## config.mk

```make
export PLATFORM = sky130hd
export DESIGN_NAME = fifo_rd_skid
export DESIGN_NICKNAME = d
export VERILOG_FILES = /design/src/rtl/fifo_rd_skid.sv
export SDC_FILE = /design/constraint.sdc
export NUM_CORES = 1
export LEC_CHECK = 0
export BUFFER_PORTS_ARGS = -buffer_cell sky130_fd_sc_hd__buf_2
export CELL_PAD_IN_SITES_DETAIL_PLACEMENT = 1
export CELL_PAD_IN_SITES_GLOBAL_PLACEMENT = 1
export CORE_ASPECT_RATIO = 1.75
export CORE_MARGIN = 2
export CORE_UTILIZATION = 47
export DETAILED_ROUTE_END_ITERATION = 6
export PLACE_DENSITY = 0.84
export SYNTH_ARGS = -nofsm -noshare
export SYNTH_HDL_FRONTEND = slang
export SYNTH_SLANG_ARGS = --single-unit
```

## constraint.sdc

```tcl
create_clock -name rclk -period 4.2 [get_ports rclk]
set_input_delay 0.21 -clock rclk [delete_from_list [all_inputs] [get_ports rclk]]
set_output_delay 0.21 -clock rclk [all_outputs]
set_load 0.01 [all_outputs]
```

## src/rtl/fifo_rd_skid.sv

```systemverilog
// fifo_rd_skid: two-entry skid buffer that drains an async FIFO read port onto a valid/ready channel
//   rclk/rrst          read-domain clock, async active-low reset
//   rempty/rdata/rpop  FIFO read interface; rpop never depends on m_ready
//   m_valid/m_ready/m_data  output channel, data taken from the registered head entry
//   occupancy          entries held (0..2)
//   `define FIFO_RD_SKID_STALL_CNT_EN adds stall_clr/stall_cnt: saturating count of stalled cycles
module fifo_rd_skid #(
  parameter int DATA_SIZE = 32
) (
  input  logic                 rclk,
  input  logic                 rrst,
  input  logic                 rempty,
  input  logic [DATA_SIZE-1:0] rdata,
  output logic                 rpop,
  output logic                 m_valid,
  input  logic                 m_ready,
  output logic [DATA_SIZE-1:0] m_data,
  output logic [1:0]           occupancy
`ifdef FIFO_RD_SKID_STALL_CNT_EN
  ,
  input  logic                 stall_clr,
  output logic [15:0]          stall_cnt
`endif
);
  typedef enum logic [1:0] {EMPTY = 2'd0, ONE = 2'd1, TWO = 2'd2} state_t;
  state_t               state_q, state_d;
  logic [DATA_SIZE-1:0] mem_q [2];
  logic [DATA_SIZE-1:0] mem_d [2];
  logic                 head_q, head_d, tail_q, tail_d, drain;
  // rrst gates rpop so the FIFO is never popped while the domain is held in reset
  always_comb begin
    rpop    = rrst & ~rempty & (state_q != TWO);
    m_valid = state_q != EMPTY;
    drain   = m_valid & m_ready;
    head_d  = head_q ^ drain;
    tail_d  = tail_q ^ rpop;
    mem_d   = mem_q;
    if (rpop) mem_d[tail_q] = rdata;
    state_d = state_q;
    case (state_q)
      EMPTY:   state_d = rpop ? ONE : EMPTY;
      ONE:     state_d = (rpop & ~drain) ? TWO : (~rpop & drain) ? EMPTY : ONE;
      TWO:     state_d = drain ? ONE : TWO;
      default: state_d = EMPTY;
    endcase
  end
  assign m_data    = mem_q[head_q];
  assign occupancy = state_q;
  always_ff @(posedge rclk or negedge rrst) begin
    if (!rrst) begin
      state_q <= EMPTY;
      head_q  <= 1'b0;
      tail_q  <= 1'b0;
      mem_q   <= '{default: '0};
    end else begin
      state_q <= state_d;
      head_q  <= head_d;
      tail_q  <= tail_d;
      mem_q   <= mem_d;
    end
  end
`ifdef FIFO_RD_SKID_STALL_CNT_EN
  logic [15:0] stall_cnt_q, stall_cnt_d;
  always_comb begin
    stall_cnt_d = stall_clr ? 16'd0 :
                  (m_valid & ~m_ready & ~&stall_cnt_q) ? stall_cnt_q + 16'd1 : stall_cnt_q;
  end
  always_ff @(posedge rclk or negedge rrst) begin
    if (!rrst) stall_cnt_q <= 16'd0;
    else       stall_cnt_q <= stall_cnt_d;
  end
  assign stall_cnt = stall_cnt_q;
`endif
endmodule

```

# Word-level counts from Yosys, hierarchy flattened

Index checks and enable logic that the tools add are counted.

Magnitude comparators: 3
Equality and inequality tests: 3
Mux-type cells: 11
Bitwise logic cells: 12
Reduce and logical (&&, ||, !) cells: 3

Operators with widths:

| operator                                            | number |
|---|---|
| 2-to-1 mux 32 bit                                   | 4 |
| bitwise mux 64 bit                                  | 1 |
| demux 32 bit (select 1 bit)                         | 1 |
| one-hot mux 2 bit (3 select lines)                  | 1 |
| bitwise AND 1 bit                                   | 5 |
| >= comparator 2 bit, second input constant          | 2 |
| 2-to-1 mux 2 bit                                    | 2 |
| NOT 1 -> 2 bit                                      | 2 |
| NOT 1 bit                                           | 3 |
| equality test 2 x 1 -> 1 bit, second input constant | 1 |
| equality test 2 bit, second input constant          | 1 |
| zero test 2 bit                                     | 1 |
| < comparator 2 x 1 -> 1 bit, second input constant  | 1 |
| 2-to-1 mux 1 bit                                    | 2 |
| != test 2 bit, second input constant                | 1 |
| nonzero test 2 bit                                  | 1 |
| XOR 1 bit                                           | 2 |
| logical AND 1 bit                                   | 1 |

Bits in registers: 68
Input bits: 36
Output and inout port bits: 36
Logic and storage cells: 37

# Depth between registers and ports, before layout

Gate-level depths: netlist (run 1).

Word-level depth: 8
Depth in mapped cells: 6
Depth with buffers taken out: 4

# Least setup slack after synthesis (run 1)

OpenSTA, ideal clock, no wires.

Path type: flip-flop to flip-flop
Start point: reg state_q[0] (netlist: occupancy[0])
End point: reg mem_q[33] (netlist name)
Library setup time: 125 ps
Data arrival time: 1665 ps
Required time: 4075 ps
Path slack: 2410 ps
Stages on the path, launching flop included: 7
Buffers on the path: 2
Clock period less this slack: 1790 ps
Path through: dfrtp_1 nand2b_2 and2_1 ha_1 clkbuf_1 buf_2 mux2_2

Longest elaborated chain between the ends: 2

Ends and longest elaborated chain:

| item                     | RTL line | source |
|---|---|---|
| start: declaration       | 26       | `state_t state_q, state_d;` |
| start signal: assignment | 56       | `state_q <= state_d;` |
| != test 2 bit            | 32       | `rpop = rrst & ~rempty & (state_q != TWO);` |
| bitwise AND 1 bit        | 32       |  |
| via rpop                 | 14       | `output logic rpop,` |
| end signal: assignment   | 59       | `mem_q <= mem_d;` |
| end: declaration         | 27       | `logic [DATA_SIZE-1:0] mem_q [2];` |

The timed path passes the listed nets, and every way through them passes these cells.
A chain may end at the register's enable or synchronous reset.

# Worst setup path after layout (run 1)

Start point: reg head_q
End point: out m_data[26]

Longest elaborated chain between the ends: 4

Ends and longest elaborated chain:

| item                                                  | RTL line | source |
|---|---|---|
| start: declaration                                    | 29       | `logic head_q, head_d, tail_q, tail_d, drain;` |
| start signal: assignment                              | 52       | `head_q <= 1'b0;` |
| start signal: assignment                              | 57       | `head_q <= head_d;` |
| NOT 1 -> 2 bit (implied by the code)                  | 47       | `assign m_data = mem_q[head_q];` |
| 2-to-1 mux 32 bit (implied by the code) (3 in series) | 47       |  |
| end: declaration                                      | 17       | `output logic [DATA_SIZE-1:0] m_data,` |

Every way passes these cells. The select of a mux whose other input is x is not followed.

==> summary.md, run 1 <==
| Metric | Value |
|---|---|
| Status | `complete, no violations` |
| Wire per inst | `approximately 19 um` |
| Worst path max stage delay | `800 ps` |
| CTS tree | `yes` |
| CP Buf/Inv Count | `2` |
| Cell count after synthesis | `~190` |
| Share of async-settable or async-resettable flops after synthesis | `between 90% and 100%` |
| Avg Vias per Cell | `5.18` |
| Vias in the first global route | `2097` |
| Period utilization | `54.1%` |
| Dpl ws | `between 1500 and 2000 ps` |
| Slew HR | `about 43%` |
| Site row count | `39` |
| RSZ-0062 raised after global routing | `false` |
| Layout cells sized above 1 | `69.3%` |
| Hold Buf Count CTS | `0` |
| CP delay by family, top | `flip-flops` |
| Total core area | `6440 sq um` |
| Global-route wire length before repair | `10900 um` |
| Fin. max-slew vios | `0` |
| R2R setup slack | `approximately 2000 ps` |
| Worst path required time | `3990 ps` |
| Tot GR Track Use | `20.2%` |
| 1st-iter DRT viols | `58` |
| Synth area leader | `dfrtp_1` |
| Top-area cell type share of the netlist area | `between 50% and 60%` |
| Number of synthesized flops with an enable pin | `0` |
| Pwr dens | `844 nW/um^2` |
| Fin util | `59.0%` |
| Gpl congestion | `~0.72` |
| Mapped Nets | `228` |
| Ports | `72` |
| Nets | `302` |
| CP max FO | `18` |
| Layout area overhead | `23.1%` |
| MaxCap Viol Count | `0` |
| Worst reg2reg startpoint | `occupancy[0]` |
| Count of non-filler cells in the finished layout | `352` |
| Clk_lat worst skew | `330 ps` |
| CP Launch Type | `flip-flop` |
| Die area | `between 7000 and 8000 sq um` |
| Static Leak | `0.00185 uW` |
| H-tree depth | `3` |
| Slowest-stage cell, CP | `dfrtp_1` |
| Pin count of the biggest net entering global routing | `~70` |
| Crit. End Element | `output pin` |
| DRC | `0` |
| Detailed Route WL | `about 6700 um` |
| Diode count | `0` |
| Die extent in x | `65.3 um` |
| Clk root buf | `clkbuf_16` |
| Post-CTS sizing | `0` |
| Avg Cell Area, Syn | `about 16 sq um` |
| Worst-Margin Slew | `850 ps` |
| HPWL Detailed | `roughly 4200 um` |
| Clk buf depth | `2` |
| Final setup fails | `0` |
| Post-CTS setup buffers | `0` |
| Ys flop type | `dfrtp_1` |
| Warnings from Yosys | `0` |
| Fmax | `440 MHz` |
| Dpl cells | `approximately 340` |
| Netlist area before placement | `slightly above 3000 sq um` |
| Min setup slack post-route | `1930 ps` |
| Arr. time, crit path | `2060 ps` |
| Clock buffer count from CTS | `9` |
| Clock Skew | `5.72 ps` |
| Routed vias | `1824` |
| Grt ovf | `0` |
| CTS clk-pin slew, worst paths | `60 ps` |
| Sequential area share after synthesis | `between 50% and 60%` |
| WS Path Type | `reg -> out` |
| R2R Path End | `mem_q[60]` |
| Port Buffer Count | `71` |
| Hold/Removal Path Class | `in -> async` |
| Reg2Reg Depth | `5` |
| Routed Antenna Nets | `0` |
| Clock sinks | `68` |
| Final Hold Vio Count | `0` |
| Cells along the critical path | `buf_4, mux2_2, buf_2` |
| Post-synth cell types | `20` |
| Fin crit period | `~2300 ps` |
| Worst VDD drop | `0.000459 V` |
| Setup TNS | `0 ps` |
| Die height | `roughly 110 um` |
| Initial Util | `48.0%` |
| Top cells by area, synth | `dfrtp_1, mux2_2, mux2_4` |
| #FFs+latches synth | `68` |
| Antenna violations before repair | `0` |
| 1st-pass router iterations | `4` |
## cells in the final DEF (no fill, tap or decap)
cell type,count
buf_2,71
mux2_2,64
mux2_4,30
clkbuf_1,1
nand3b_1,1
ha_1,1
dfrtp_1,68
buf_4,3
clkbuf_8,2
mux2_1,2
xnor2_1,2
inv_1,3
nor2b_1,1
nand2_1,1
and2_1,1
clkinvlp_4,1
nand2b_2,1
nor2b_4,1
clkbuf_16,9
bufinv_16,1
clkinv_2,2
or2_2,1
a21oi_1,1
nand3_4,1
o22ai_1,1
## how the worst max path moves through the flow
stage	start	end	slack (ps)	depth (start not counted)
detailed placement	occupancy[0]	mem_q[58]	1950	5
finish	head_q	m_data[26]	1930	3
CTS	head_q	m_data[26]	1880	3
global route	occupancy[0]	mem_q[60]	1810	5
global placement	occupancy[1]	mem_q[61]	2080	5
floorplan	occupancy[0]	mem_q[33]	2410	6
## layout make-up
cell class | count | area (sq um)
Multi-Input combinational cell | 109 | 1310
Fill cell | 642 | 2640
Clock inverter | 4 | 47.5
Timing Repair Buffer | 74 | 378
Inverter | 3 | 11.3
Clock buffer | 12 | 256
Tap cell | 82 | 103
Sequential cell | 68 | 1700
## registers in the layout (all words and copies together) (netlist names)
register and flops:
tail_q 1, occupancy 2, mem_q 64, head_q 1
## where the power goes
| group | total [uW] | switching [uW] | internal [uW] | leakage, uW |
|---|---|---|---|---|
| Combinational | 1260 | 499 | 757 | 0.000896 |
| Sequential | 1200 | 215 | 983 | 0.000808 |
| Clock | 754 | 265 | 490 | 0.000149 |
| Total | 3210 | 979 | 2230 | 0.00185 |
## Yosys cell counts (2+ instances only)
master	count
buf_2	6
buf_6	3
mux2_2	64
mux2_1	2
inv_1	3
mux2_4	30
xnor2_1	2
dfrtp_1	68
clkbuf_1	2
## cells by family after synthesis
family	count (synthesis)	synth area share (%)
simple gates	8	2.27
flops	68	55.1
compound gates	2	0.364
buf+inv	14	2.67
xor+xnor	2	0.567
fa+ha+maj	1	0.405
mux	96	38.6
## metal layers
| layer | track usage [%] | wire [um] | up-vias |
|---|---|---|---|
| met5 | 0 | 0 | - |
| met4 | 7.92 | 142 | 0 |
| met3 | 4.57 | 248 | 10 |
| met2 | 35.4 | 3750 | 47 |
| met1 | 23.2 | 2520 | 938 |
| li1 | - | - | 829 |
## per-stage QoR
step	hold WS (ps)	total power [uW]	instance area [sq um]
2_1_floorplan	-85.6	2030	3090
3_3_place_gp	424	2380	3500
3_5_place_dp	427	2450	3500
4_1_cts	86.9	3250	3800
5_1_grt	104	3390	3800
6_report	87.7	3210	3800
Note: power is estimated with default switching activity, not from simulation.
==> run 2, diff against run 1 <==
--- a/config.mk
+++ b/config.mk
@@ -5,14 +5,15 @@
 export SDC_FILE = /design/constraint.sdc
 export NUM_CORES = 1
 export LEC_CHECK = 0
+export ABC_AREA = 1
 export BUFFER_PORTS_ARGS = -buffer_cell sky130_fd_sc_hd__buf_2
 export CELL_PAD_IN_SITES_DETAIL_PLACEMENT = 1
 export CELL_PAD_IN_SITES_GLOBAL_PLACEMENT = 1
 export CORE_ASPECT_RATIO = 1.75
 export CORE_MARGIN = 2
-export CORE_UTILIZATION = 47
+export CORE_UTILIZATION = 39
 export DETAILED_ROUTE_END_ITERATION = 6
-export PLACE_DENSITY = 0.84
+export PLACE_DENSITY = 0.79
 export SYNTH_ARGS = -nofsm -noshare
 export SYNTH_HDL_FRONTEND = slang
 export SYNTH_SLANG_ARGS = --single-unit
==> constraint.sdc (replaced) <==
create_clock -name rclk -period 2.2 [get_ports rclk]
set_input_delay 0.11 -clock rclk [delete_from_list [all_inputs] [get_ports rclk]]
set_output_delay 0.11 -clock rclk [all_outputs]
set_load 0.01 [all_outputs]
==> summary.md, run 2 <==
| Metric | Value |
|---|---|
| Hold Slack | `6.32 ps (-81.3 ps)` |
| Clock Skew | `3.75 ps (-1.97 ps)` |
| Sequential area share after synthesis | `54.6% (-0.49 points)` |
| Period utilization | `about four fifths` |
| Cell count after synthesis | `377 (+97%)` |
| Arr. time, crit path | `1680 ps (-380 ps)` |
| GR Util met2 | `35.7% (+0.26 points)` |
| Commonest non-fill, non-tap cell in the layout | `nand2_1` |
| Vias in the first global route | `2886 (+38%)` |
| Share of async-settable or async-resettable flops after synthesis | `100% (unchanged)` |
| Port Buffer Count | `71 (unchanged)` |
| Diode count | `0 (unchanged)` |
| Initial Util | `39.7% (-8.3 points)` |
| Worst-Margin Slew | `869 ps (+19.1 ps)` |
| Top-area cell type share of the netlist area | `54.6% (-0.49 points)` |
| Slew HR | `42.1% (-1.3 points)` |
| Top cells by area, synth | `dfrtp_1, nand2_1, o21ai_0` |
| Worst path required time | `2090 ps (-1900 ps)` |
| Largest register FFs | `64 (unchanged)` |
| CP max FO | `24 (+6)` |
| MaxCap Viol Count | `0 (unchanged)` |
| Fillers | `973 (+52%)` |
| R2R Path End | `mem_q[10]` |
| Final Hold Vio Count | `0 (unchanged)` |
| Biggest register | `mem_q` |
| Nets | `478 (+58%)` |
| 1st-pass router iterations | `4 (unchanged)` |
| Worst reg2reg startpoint | `occupancy[0]` |
| Post-synth cell types | `18 (-10%)` |
| Clk root buf | `clkbuf_16` |
| Setup TNS | `0 ps (unchanged)` |
| Ports | `72 (unchanged)` |
| Ys flop type | `dfrtp_1` |
| Sw Share | `36.5% (+6.0 points)` |
| Pwr dens | `1500 nW/um^2 (+78%)` |
| Detailed Route WL | `8450 um (+27%)` |
| Fin. max-slew vios | `0 (unchanged)` |
| Gpl congestion | `0.730 (+1.1%)` |
| Clock buffer count from CTS | `9 (unchanged)` |
| Fmax | `approximately 560 MHz` |
| Global-route wire length before repair | `14300 um (+32%)` |
| CTS clk-pin slew, worst paths | `50 ps (about the same)` |
| Pin count of the biggest net entering global routing | `69 (unchanged)` |
| Number of synthesized flops with an enable pin | `0 (unchanged)` |
| Die height | `122 um (+9.9%)` |
| Grt peak-use layer | `met2` |
| Comb pwr share | `34.6% (-4.5 points)` |
| Worst Setup EP | `m_data[21]` |
| Clock share of power | `28.3% (+4.8 points)` |
| Clock sinks | `68 (unchanged)` |
| Sw power | `2120 uW (+120%)` |
| CP Launch Point | `head_q` |
| H-tree depth | `3 (unchanged)` |
| Sequential Power Share | `37.1% (-0.2 points)` |
| Clk buf depth | `2 (unchanged)` |
| Fin crit period | `approximately 1800 ps` |
| Synth top cells by count | `nand2_1, dfrtp_1, o21ai_0, inv_1, nand4_1` |
| Die area | `8750 sq um (+20%)` |
| Site row count | `43 (+10%)` |
| Grt ovf | `0 (unchanged)` |
| Avg Vias per Cell | `5.18 (-0.12%)` |
| Reg2Reg Depth | `5 (unchanged)` |
| Hold/Removal Path Class | `in -> async` |
| HPWL Detailed | `5410 um (+30%)` |
| Internal | `3680 uW (+65%)` |
| Layout cells sized above 1 | `21.7% (-48 points)` |
| Most common cell in the synthesized netlist | `nand2_1` |
| Clk_lat worst skew | `330 ps (about the same)` |
| Die extent in x | `71.6 um (+9.6%)` |
| Status | `complete, no violations` |
| Antenna violations before repair | `0 (unchanged)` |
| Mapped Nets | `414 (+82%)` |
| Layout area overhead | `24.0%` |
| Warnings from Yosys | `0 (unchanged)` |
| Routed Antenna Nets | `0 (unchanged)` |
| Wire per inst | `15.8 um (-17%)` |
| Netlist area before placement | `3120 sq um (+0.89%)` |
| Commonest cells after routing, fill and taps aside | `nand2_1, buf_2, dfrtp_1` |
| Crit. End Element | `output pin` |
| Total core area | `7860 sq um (+22%)` |
| R2R setup slack | `580 ps (-1400 ps)` |
| CTS tree | `yes` |
| WS Path Type | `reg -> out` |
| Routed vias | `2774 (+52%)` |
| RSZ-0062 raised after global routing | `false` |
| #FFs+latches synth | `68 (unchanged)` |
| CP Launch Type | `flip-flop` |
| Met1 Use GR | `26.2% (+3.0 points)` |
| Final setup fails | `0 (unchanged)` |
| Tot GR Track Use | `21.1% (+0.95 points)` |
| DRC | `0 (unchanged)` |
| Static Leak | `0.00200 uW (+7.8%)` |
| Synth area leader | `dfrtp_1` |
| Grt met3 use | `3.69% (-0.87 points)` |
| Worst VDD drop | `0.000755 V (+64%)` |
| 1st-iter DRT viols | `205 (+250%)` |
| Post-CTS setup buffers | `0 (unchanged)` |
| Avg Cell Area, Syn | `8.27 sq um (-49%)` |
[run 2: cell types whose count changed after synthesis, moves of 5 or more]
cell | before | now
buf_2 | 6 | 16
clkbuf_1 | 2 | 7
inv_1 | 3 | 39
mux2_2 | 64 | 0
mux2_4 | 30 | 0
nand2_1 | 1 | 134
nand4_1 | 0 | 33
o21ai_0 | 0 | 66
[run 2: cells by family (layout without fill, tap and decap cells)]
group / count (synthesis) / after routing / share of synthesized area, %
DFF: 68 / 68 / 54.6
AOI/OAI and AO/OA: 67 / 67 / 10.8
buffers and inverters: 67 / 136 / 9.55
and+or+nand+nor: 174 / 174 / 24.7
adders and majority gates: 1 / 1 / 0.401
[run 2: timing repair]
item | 4_1_cts | 5_1_grt
endpoints found under the hold margin | 3 | 0
hold buffers | 3 | 0
resized for setup | 0 | 0
[run 2: stage by stage]
stage / instances / utilization (%) / instance area [sq um] / worst slack [ps] / total power [uW]
floorplan: 377 / - / 3120 / 623 / 3370
CTS: 536 / 49.2 / 3860 / 374 / 5870
detailed placement: 517 / 44.6 / 3500 / 570 / 4200
finish: 536 / 49.2 / 3860 / 406 / 5800
global route: 536 / 49.2 / 3860 / 283 / 6260
global placement: 517 / 44.6 / 3500 / 596 / 4090
[run 2: power by group through the flow]
stage	Sequential (uW)	Combinational, uW	Clock, uW
after global routing	2230	2320	1720
after CTS	2160	2050	1660
final	2150	2000	1640
after global placement	2140	1950	0
after detailed placement	2170	2030	0
after floorplan	2050	1320	0
[run 2: layout make-up]
cell class | count | area (sq um) | area share (%)
Sequential cell | 68 | 1700 | 44.1
Multi-Input combinational cell | 242 | 1120 | 29.0
Timing Repair Buffer | 80 | 445 | 11.5
Clock buffer | 11 | 233 | 6.02
Inverter | 40 | 150 | 3.89
Tap cell | 90 | 113 | 2.91
Clock inverter | 5 | 100 | 2.59
[run 2: worst min path at each step]
stage,start,end,slack (ps),cells past startpoint
final,rrst,mem_q[3],6,2
after global routing,rdata[19],mem_q[51],20,3
after CTS,rdata[27],mem_q[59],1,3
after detailed placement,rdata[29],mem_q[61],340,3
after global placement,rdata[29],mem_q[61],340,3
after floorplan,rrst,head_q,-190,0
[run 2: per-layer routing]
metal / wire length, um / share of wire, %
met5: 0 / 0
met2: 4550 / 54
met4: 159 / 1.9
met3: 260 / 3.1
met1: 3480 / 41
[run 2: worst max-delay path, cell delays in order (launching register included)]
cell,delay [ps]
dfrtp_2,610
buf_4,340
nand2_1,80
o21ai_0,130
buf_2,190
==> run 3, diff against run 2 <==
--- a/config.mk
+++ b/config.mk
@@ -5,13 +5,13 @@
 export SDC_FILE = /design/constraint.sdc
 export NUM_CORES = 1
 export LEC_CHECK = 0
-export ABC_AREA = 1
+export ABC_AREA = 0
 export BUFFER_PORTS_ARGS = -buffer_cell sky130_fd_sc_hd__buf_2
 export CELL_PAD_IN_SITES_DETAIL_PLACEMENT = 1
 export CELL_PAD_IN_SITES_GLOBAL_PLACEMENT = 1
 export CORE_ASPECT_RATIO = 1.75
 export CORE_MARGIN = 2
-export CORE_UTILIZATION = 39
+export CORE_UTILIZATION = 44
 export DETAILED_ROUTE_END_ITERATION = 6
 export PLACE_DENSITY = 0.79
 export SYNTH_ARGS = -nofsm -noshare
==> constraint.sdc (replaced) <==
create_clock -name rclk -period 1.7 [get_ports rclk]
set_input_delay 0.085 -clock rclk [delete_from_list [all_inputs] [get_ports rclk]]
set_output_delay 0.085 -clock rclk [all_outputs]
set_load 0.01 [all_outputs]
==> summary.md, run 3 (synthesis gave the netlist of run 1 again) <==
| Metric | Value |
|---|---|
| Status | `finished, violations left` |
| Violated checks | `hold timing` |
| Layout area overhead | `28.5%` |
| Slowest-stage cell, CP | `dfrtp_1` |
| 1st-iter DRT viols | `71 (-65%)` |
| Arr. time, crit path | `1820 ps (+140 ps)` |
| Clk root buf | `clkbuf_16` |
| Global-route wire length before repair | `10200 um (-29%)` |
| Post-CTS sizing | `0 (unchanged)` |
| Reg2Reg Depth | `5 (unchanged)` |
| Clock Skew | `4.22 ps (+0.470 ps)` |
| WS Path Type | `reg -> reg` |
| Nets | `317 (-34%)` |
| CP Launch Type | `flip-flop` |
| Count of non-filler cells in the finished layout | `369 (-31%)` |
| Fin crit period | `1620 ps` |
| Worst-Margin Slew | `865 ps (-4.13 ps)` |
| Largest register FFs | `64 (unchanged)` |
| Hold Buf Count CTS | `11 (+8)` |
| Period utilization | `a little over nine tenths` |
| Crit. End Element | `flip-flop` |
| Site row count | `40 (-7.0%)` |
| Diode count | `0 (unchanged)` |
| Gpl congestion | `0.764 (+4.6%)` |
| Tot GR Track Use | `18.2% (-3.0 points)` |
| CTS clk-pin slew, worst paths | `50 ps (about the same)` |
| H-tree depth | `3 (unchanged)` |
| Routed vias | `1842 (-34%)` |
| Worst path max stage delay | `410 ps (-200 ps)` |
| Clock buffer count from CTS | `9 (unchanged)` |
| 1st-pass router iterations | `4 (unchanged)` |
| Total core area | `6860 sq um (-13%)` |
| Wire per inst | `17.4 um (+10%)` |
| Static Leak | `0.00192 uW (-3.7%)` |
| Post-CTS setup buffers | `0 (unchanged)` |
| Dpl cells | `342 (-34%)` |
| Ports | `72 (unchanged)` |
| Grt ovf | `0 (unchanged)` |
| Clk buf depth | `2 (unchanged)` |
| Avg Vias per Cell | `4.99 (-3.5%)` |
| Finished Cell Area | `3970 sq um (+2.7%)` |
| Vias in the first global route | `2106 (-27%)` |
| Die height | `115 um (-6.1%)` |
| Hold/Removal Path Class | `in -> async` |
| RSZ-0062 raised after global routing | `false` |
| Final setup fails | `0 (unchanged)` |
| Hold Slack | `-23.4 ps (-29.7 ps)` |
| Die area | `7730 sq um (-12%)` |
| Biggest register | `mem_q` |
| Die extent in x | `67.3 um (-5.9%)` |
| Final Hold Vio Count | `20 (+20)` |
| Commonest non-fill, non-tap cell in the layout | `buf_2` |
| Fmax | `617 MHz` |
| DRC | `0 (unchanged)` |
| Layout cells sized above 1 | `66.7% (+45 points)` |
| CTS tree | `yes` |
| Placement Cell Area | `3580 sq um (+2.1%)` |
| Pwr dens | `1970 nW/um^2 (+31%)` |
| Cells along the critical path | `nand2b_4, and2_1, ha_2, buf_4, mux2_2` |
| Slew HR | `42.4% (+0.28 points)` |
| Clk_lat worst skew | `320 ps (about the same)` |
| Fin. max-slew vios | `0 (unchanged)` |
| Port Buffer Count | `71 (unchanged)` |
| Commonest cells after routing, fill and taps aside | `buf_2, dfrtp_1, mux2_2` |
| Detailed Route WL | `6420 um (-24%)` |
| Antenna violations before repair | `0 (unchanged)` |
| R2R setup slack | `80 ps (-500 ps)` |
| Clock sinks | `68 (unchanged)` |
| CP max FO | `9 (-63%)` |
| Initial Util | `45.1% (+5.4 points)` |
| Worst VDD drop | `0.000957 V (+27%)` |
| Routed Antenna Nets | `0 (unchanged)` |
| Pin count of the biggest net entering global routing | `69 (unchanged)` |
| Worst path required time | `1900 ps (-190 ps)` |
| HPWL Detailed | `4180 um (-23%)` |
| Setup TNS | `0 ps (unchanged)` |
| MaxCap Viol Count | `0 (unchanged)` |
==> run 3: cell count changes in the layout (fill, tap and decap cells not counted), moves of 30 or more <==
cell,previous run,this run
inv_1,39,3
mux2_4,0,30
o21ai_0,66,0
mux2_2,0,64
nand4_1,33,0
nand2_1,134,1
==> run 3: per-layer routing <==
metal  global-route usage [%]  share of wire (%)  wire (um)
met5                        0                  0          0
met4                     6.53                1.4         91
met3                     5.77                4.8        308
met2                     32.4                 56       3590
met1                     19.6                 38       2430
==> run 3: worst paths after layout <==
path / startpoint / endpoint
max: occupancy[0] / mem_q[58]
min: rrst / occupancy[1]
max reg2reg: occupancy[0] / mem_q[58]
min reg2reg: mem_q[63] / mem_q[63]
max in group asynchronous: rrst / mem_q[54]
min in group rclk: rdata[0] / mem_q[32]
==> run 3: cell type report <==
class	count	area, sq um
Clock buffer	15	278
Clock inverter	1	5.00
Fill cell	679	2890
Inverter	3	11.3
Multi-Input combinational cell	109	1310
Sequential cell	68	1700
Tap cell	84	105
Timing Repair Buffer	89	556
==> run 3: metrics by stage <==
step | power [uW] | utilization (%) | setup WS [ps]
6_report | 7810 | 57.9 | 79.8
3_3_place_gp | 5980 | 52.2 | 134
4_1_cts | 7950 | 57.9 | 53.2
2_1_floorplan | 5020 | - | 1.24
5_1_grt | 8320 | 57.9 | 4.14
3_5_place_dp | 6110 | 52.2 | 79.9
==> run 3: worst max-delay path: cells and delay by family, from the launching register on <==
kind | cells | cell delay, ps
buffers and inverters | 1 | 190
adders and majority gates | 1 | 210
and+or+nand+nor | 2 | 330
muxes | 1 | 350
DFF | 1 | 410
==> run 3: report_power, final <==
part,leakage [uW],total [uW],internal (uW),switching [uW]
logic,0.000976,3210,1960,1260
registers,0.000808,2860,2430,433
clock network,0.000140,1740,1110,633
total,0.00192,7810,5490,2320
